$ cat src/rtl/spi_arb_pkg.sv
// Shared types for the SPI transaction arbiter: FSM state encoding and byte-count width helper.
// Pure declarations; no logic, no latency, no flow control.
package spi_arb_pkg;

  typedef enum logic [1:0] {
    IDLE    = 2'd0,
    SEND    = 2'd1,
    WAIT_RX = 2'd2,
    DONE    = 2'd3
  } arb_state_e;

  function automatic int cnt_width(input int max_bytes);
    return $clog2(max_bytes + 1);
  endfunction

endpackage

$ cat src/rtl/spi_rr_picker.sv
// Round-robin picker: first set request at or after i_ptr (wrapping), one-hot result.
// Purely combinational, zero latency; no backpressure (o_vld simply mirrors any request).
module spi_rr_picker #(
  parameter int NUM_REQ = 2,
  localparam int IW = $clog2(NUM_REQ)
) (
  input  logic [NUM_REQ-1:0] i_req,
  input  logic [IW-1:0]      i_ptr,
  output logic [NUM_REQ-1:0] o_pick,
  output logic               o_vld
);

  logic [2*NUM_REQ-1:0] req_dbl;
  logic [2*NUM_REQ-1:0] pick_dbl;
  logic [NUM_REQ-1:0]   req_rot;
  logic [NUM_REQ-1:0]   pick_rot;

  // Rotate so the pointer sits at bit 0, isolate the lowest set bit, rotate back.
  always_comb begin
    req_dbl  = {i_req, i_req} >> i_ptr;
    req_rot  = req_dbl[NUM_REQ-1:0];
    pick_rot = req_rot & (~req_rot + NUM_REQ'(1));
    pick_dbl = {{NUM_REQ{1'b0}}, pick_rot} << i_ptr;
    o_pick   = pick_dbl[NUM_REQ-1:0] | pick_dbl[2*NUM_REQ-1:NUM_REQ];
    o_vld    = |i_req;
  end

endmodule

$ cat src/rtl/spi_txn_arbiter.sv
// Shares one SPI master among NUM_REQ requesters, round-robin per chip-select transaction.
// Grant 1 cycle after request; TX/RX strobes 1 cycle after handshake; bytes stall on i_TX_Ready.
module spi_txn_arbiter
  import spi_arb_pkg::*;
#(
  parameter int NUM_REQ          = 2,
  parameter int MAX_BYTES_PER_CS = 2,
  localparam int CW              = cnt_width(MAX_BYTES_PER_CS)
) (
  input  logic                  i_Clk,
  input  logic                  i_Rst,
  input  logic [NUM_REQ-1:0]    i_Req,
  input  logic [NUM_REQ*CW-1:0] i_Req_Count,
  input  logic [NUM_REQ*8-1:0]  i_Req_Byte,
  input  logic [NUM_REQ-1:0]    i_Req_DV,
  output logic [NUM_REQ-1:0]    o_Grant,
  output logic [NUM_REQ-1:0]    o_Byte_Ready,
  output logic [NUM_REQ-1:0]    o_RX_DV,
  output logic [7:0]            o_RX_Byte,
  output logic [NUM_REQ-1:0]    o_Done,
  output logic [CW-1:0]         o_TX_Count,
  output logic [7:0]            o_TX_Byte,
  output logic                  o_TX_DV,
  input  logic                  i_TX_Ready,
  input  logic                  i_RX_DV,
  input  logic [7:0]            i_RX_Byte
);

  localparam int IW = $clog2(NUM_REQ);
  localparam logic [CW-1:0] MAX_CNT = CW'(MAX_BYTES_PER_CS);

  arb_state_e         state_q, state_d;
  logic [NUM_REQ-1:0] grant_q, grant_d;
  logic [NUM_REQ-1:0] rx_dv_q, rx_dv_d;
  logic [NUM_REQ-1:0] done_q, done_d;
  logic [IW-1:0]      gidx_q, gidx_d;
  logic [IW-1:0]      rr_ptr_q, rr_ptr_d;
  logic [CW-1:0]      tx_count_q, tx_count_d;
  logic [CW-1:0]      byte_cnt_q, byte_cnt_d;
  logic [7:0]         tx_byte_q, tx_byte_d;
  logic [7:0]         rx_byte_q, rx_byte_d;
  logic               tx_dv_q, tx_dv_d;

  logic [NUM_REQ-1:0] pick;
  logic               pick_vld;
  logic [IW-1:0]      pick_idx;
  logic [CW-1:0]      pick_count_raw, pick_count;
  logic [7:0]         req_byte_sel;
  logic [CW-1:0]      byte_cnt_inc;
  logic               byte_accept;
  logic               last_byte;

  spi_rr_picker #(.NUM_REQ(NUM_REQ)) u_picker (
    .i_req  (i_Req),
    .i_ptr  (rr_ptr_q),
    .o_pick (pick),
    .o_vld  (pick_vld)
  );

  // One-hot muxes: pick drives the IDLE latch, grant drives the byte path.
  always_comb begin
    pick_count_raw = '0;
    pick_idx       = '0;
    req_byte_sel   = '0;
    for (int k = 0; k < NUM_REQ; k++) begin
      if (pick[k]) begin
        pick_count_raw = i_Req_Count[k*CW +: CW];
        pick_idx       = IW'(k);
      end
      if (grant_q[k]) begin
        req_byte_sel = i_Req_Byte[k*8 +: 8];
      end
    end
    pick_count = (pick_count_raw > MAX_CNT) ? MAX_CNT : pick_count_raw;
  end

  assign o_Byte_Ready = (state_q == SEND) ? (grant_q & {NUM_REQ{i_TX_Ready}}) : '0;
  assign byte_accept  = |(i_Req_DV & o_Byte_Ready);
  assign byte_cnt_inc = byte_cnt_q + CW'(1);
  assign last_byte    = (byte_cnt_inc == tx_count_q);

  always_ff @(posedge i_Clk) begin
    if (i_Rst) begin
      state_q    <= IDLE;
      grant_q    <= '0;
      rx_dv_q    <= '0;
      done_q     <= '0;
      gidx_q     <= '0;
      rr_ptr_q   <= '0;
      tx_count_q <= '0;
      byte_cnt_q <= '0;
      tx_byte_q  <= '0;
      rx_byte_q  <= '0;
      tx_dv_q    <= 1'b0;
    end else begin
      state_q    <= state_d;
      grant_q    <= grant_d;
      rx_dv_q    <= rx_dv_d;
      done_q     <= done_d;
      gidx_q     <= gidx_d;
      rr_ptr_q   <= rr_ptr_d;
      tx_count_q <= tx_count_d;
      byte_cnt_q <= byte_cnt_d;
      tx_byte_q  <= tx_byte_d;
      rx_byte_q  <= rx_byte_d;
      tx_dv_q    <= tx_dv_d;
    end
  end

  always_comb begin
    state_d = state_q;
    case (state_q)
      IDLE:    if (pick_vld) state_d = (pick_count == '0) ? DONE : SEND;
      SEND:    if (byte_accept) state_d = WAIT_RX;
      WAIT_RX: if (i_RX_DV) state_d = last_byte ? DONE : SEND;
      DONE:    state_d = IDLE;
      default: state_d = IDLE;
    endcase
  end

  always_comb begin
    grant_d    = grant_q;
    gidx_d     = gidx_q;
    rr_ptr_d   = rr_ptr_q;
    tx_count_d = tx_count_q;
    byte_cnt_d = byte_cnt_q;
    tx_byte_d  = tx_byte_q;
    rx_byte_d  = rx_byte_q;
    tx_dv_d    = 1'b0;
    rx_dv_d    = '0;
    done_d     = '0;
    case (state_q)
      IDLE: begin
        if (pick_vld) begin
          grant_d    = pick;
          gidx_d     = pick_idx;
          tx_count_d = pick_count;
          byte_cnt_d = '0;
        end
      end
      SEND: begin
        if (byte_accept) begin
          tx_byte_d = req_byte_sel;
          tx_dv_d   = 1'b1;
        end
      end
      WAIT_RX: begin
        if (i_RX_DV) begin
          rx_byte_d  = i_RX_Byte;
          rx_dv_d    = grant_q;
          byte_cnt_d = byte_cnt_inc;
        end
      end
      DONE: begin
        done_d   = grant_q;
        grant_d  = '0;
        rr_ptr_d = (gidx_q == IW'(NUM_REQ - 1)) ? '0 : gidx_q + IW'(1);
      end
      default: ;
    endcase
  end

  assign o_Grant    = grant_q;
  assign o_RX_DV    = rx_dv_q;
  assign o_RX_Byte  = rx_byte_q;
  assign o_Done     = done_q;
  assign o_TX_Count = tx_count_q;
  assign o_TX_Byte  = tx_byte_q;
  assign o_TX_DV    = tx_dv_q;

endmodule

$ cat config.mk
export PLATFORM = sky130hd
export DESIGN_NAME = spi_txn_arbiter
export DESIGN_NICKNAME = d
export VERILOG_FILES = /design/src/rtl/spi_arb_pkg.sv /design/src/rtl/spi_rr_picker.sv /design/src/rtl/spi_txn_arbiter.sv
export SDC_FILE = /design/constraint.sdc
export NUM_CORES = 1
export LEC_CHECK = 0
export BUFFER_PORTS_ARGS = -buffer_cell sky130_fd_sc_hd__buf_2
export CAP_MARGIN = 20
export CORE_MARGIN = 10
export CORE_UTILIZATION = 48
export CTS_CLUSTER_SIZE = 8
export DETAILED_ROUTE_END_ITERATION = 7
export HOLD_SLACK_MARGIN = 0.03
export MAX_ROUTING_LAYER = met4
export PLACE_DENSITY = 0.83
export SLEW_MARGIN = 30
export SYNTH_ARGS = -nofsm -noshare
export SYNTH_HDL_FRONTEND = slang
export SYNTH_SLANG_ARGS = --single-unit
$ cat constraint.sdc
create_clock -name i_Clk -period 3.45 [get_ports i_Clk]
set_clock_uncertainty 0.05 [all_clocks]
set_input_delay 0.69 -clock i_Clk [delete_from_list [all_inputs] [get_ports i_Clk]]
set_output_delay 0.69 -clock i_Clk [all_outputs]
set_load 0.005 [all_outputs]
==> impl_metrics.py <==
metrics = {
    "layout": {
        "layout-drive-gt1-share": 0.344,
        "fin_nets": 247,
        "final_cell_mix": "62 x buf_2, 31 x dfxtp_1, 21 x nor2_1",
        "area_growth_pct": 29.7,
        "layout_commonest_cell": "buf_2",
        "final_core_util": 0.666,
        "diodes": 0,
        "final_cells": 242,
    },
    "min_path": {
        "hold_class": "flop to flop",
    },
    "timing": {
        "fin_crit_sh": 0.646,
        "fin_ws_ns": 1.22,
        "final-setup-viol-count": 0,
        "worstMarginPinSlew_ns": 0.549,
        "rsz0062_at_grt": "false",
        "setup_tns_ns": 0,
        "drv_slew": 0,
        "relSlewSlack": 0.633,
        "fmax_mhz": 449,
        "min_period_ns": 2.23,
        "hold_viol_final": 0,
    },
    "placed_design": {
        "placedCellCount": 234,
        "pre_cts_slack_ns": 1.47,
        "gp_congestion": 0.815,
        "port_buffers": 62,
        "dp_hpwl_um": 2740,
    },
    "power_and_ir_drop": {
        "powerDensity_nw_per_um2": 500,
        "leakage_nw": 0.745,
        "ir_drop_uv": 457,
        "finalPower_uw": 848,
    },
    "route": {
        "drt_pass1_iterations": 4,
        "num_vias": 1300,
        "detail_route.iter0.violations": 58,
        "viasPerCell": 5.37,
        "drt_wl_total_um": 3590,
        "dr_wl_met3_um": 254,
        "ant_nets": 0,
        "wl_per_cell_um": 14.8,
        "wl_met2_um": 1710,
        "highest_layer": "met4",
        "wl_met1_um": 1570,
        "drcViolationCount": 0,
    },
    "cts": {
        "cts_tree": "yes",
        "cts_hold_buf": 0,
        "worstSkewPairLatency_ns": 0.33,
        "clock_sinks": 31,
        "post_cts_resize_count": 0,
        "htreeDepth": 2,
        "cts_setup_buffers": 0,
        "clkTransAtPathRegs_ns": 0.10,
        "clockBufferDepth": 2,
        "cts_made_buffers": 5,
        "cts_root_buffer": "clkbuf_4",
    },
    "floorplanning": {
        "start_util": 0.514,
        "die-area_um2": 5210,
        "io_pins": 63,
        "core_area_um2": 2540,
        "die_x_um": 72.2,
        "rows": 18,
        "fp.dieH_um": 72.2,
    },
    "global_routing": {
        "track_usage": 0.143,
        "overflow": 0,
        "grt_max_degree": 30,
        "antenna_found_initial": 0,
        "grt_pass1_vias": 1357,
        "grt_pass1_wl_um": 6010,
    },
    "worst_setup_path": {
        "cp_slowest_cell": "dfxtp_1",
        "critPathMaxStageDelay_ns": 0.63,
        "crit_family": "flip-flops",
        "cp_data_required_time_ns": 2.71,
        "crit_fanout": 15,
        "path_cells": "and3b_1 > and2_1 > buf_2",
        "worst_setup_path_end_kind": "output pin",
        "cp.arrival_ns": 1.49,
        "worst_setup_path_start_kind": "flop",
        "cp_num_buf_inv": 1,
        "crit_type": "flop to output pin",
    },
    "synth": {
        "synthDistinctLibCells": 34,
        "synthCells": 151,
        "synthArstFlopShare": 0,
        "netlist_area_um2": 1310,
        "synth_seq_cells": 31,
        "synth-main-ff-cell": "dfxtp_1",
        "synth_enable_flop_cells": 0,
        "synth.net_count": 187,
        "synth_area_per_cell_um2": 8.66,
        "seq_area_frac_synth": 0.475,
        "yosysWarnings": 0,
    },
    "run_status": {
        "status": "complete, no violations",
    },
    "run": {
        "cap_violations": 0,
    },
}
logic make-up after synthesis:
logic type	count (synthesis)	share of synthesized area
compound gates	45	0.236
xor+xnor	1	0.00670
flops	31	0.475
simple gates	60	0.223
buf+inv	12	0.0440
mux	2	0.0153
through the flow:
step                      hold slack (ns)  area, um2
after global routing                0.427       1700
after detailed placement            0.397       1610
after floorplan                     0.381       1310
after global placement              0.389       1610
final                               0.407       1700
after CTS                           0.411       1700
registers in the layout (all words and copies together), names as in the netlist:
signal      flops
o_Grant         2
o_TX_Count      2
o_Done          2
state_q         2
gidx_q          1
o_RX_DV         2
o_TX_Byte       8
o_TX_DV         1
o_RX_Byte       8
rr_ptr_q        1
byte_cnt_q      2
cell type report:
type / count / area, um2
well taps: 30 / 37.5
clock buffers: 6 / 51.3
inverters: 3 / 11.3
repair buffers: 62 / 310
clock inverters: 2 / 35.0
flip-flops and latches: 31 / 621
multi-input cells: 108 / 629
fillers: 217 / 850
worst reg2reg max path: cells and delay by family (launching register included):
| kind | cells | cell delay (ns) |
|---|---|---|
| AND/OR/NAND/NOR | 2 | 0.66 |
| flip-flops | 1 | 0.63 |
| AO/OA/AOI/OAI | 1 | 0.30 |
| buffers and inverters | 1 | 0.11 |
final timing paths:
kind,start,endpoint,slack [ns],depth (start not counted)
min,o_RX_Byte[5]$_SDFFE_PP0N_,o_RX_Byte[5]$_SDFFE_PP0N_,0.41,2
min reg2reg,o_RX_Byte[5]$_SDFFE_PP0N_,o_RX_Byte[5]$_SDFFE_PP0N_,0.41,2
max,state_q[0]$_SDFFE_PP0P_,o_Byte_Ready[1],1.22,3
max reg2reg,state_q[0]$_SDFFE_PP0P_,state_q[1]$_SDFFE_PP0P_,1.62,4
power by group:
part / switching [mW] / internal, mW
Clock: 0.124 / 0.171
Combinational: 0.0716 / 0.0698
Sequential: 0.0317 / 0.380
cell usage after synthesis, types with 2 or more instances:
cell / instances / area, um2
dfxtp_1: 31 / 621
nor2_1: 21 / 78.8
nand2_1: 19 / 71.3
a21oi_1: 15 / 75.1
a211oi_1: 9 / 67.6
a22oi_1: 8 / 60.1
nand2b_1: 7 / 43.8
nand3b_1: 4 / 30.0
buf_1: 3 / 11.3
clkbuf_1: 3 / 11.3
inv_1: 3 / 11.3
o21ai_0: 3 / 15.0
a32oi_1: 2 / 17.5
and2_1: 2 / 12.5
mux2i_1: 2 / 20.0
routing by layer:
layer,vias up,global-route usage
met2,45,0.228
li1,654,-
met1,594,0.153
met5,-,-
met3,7,0.0599
met4,0,0.0602
No activity file was read; power rests on OpenSTA's default activity.
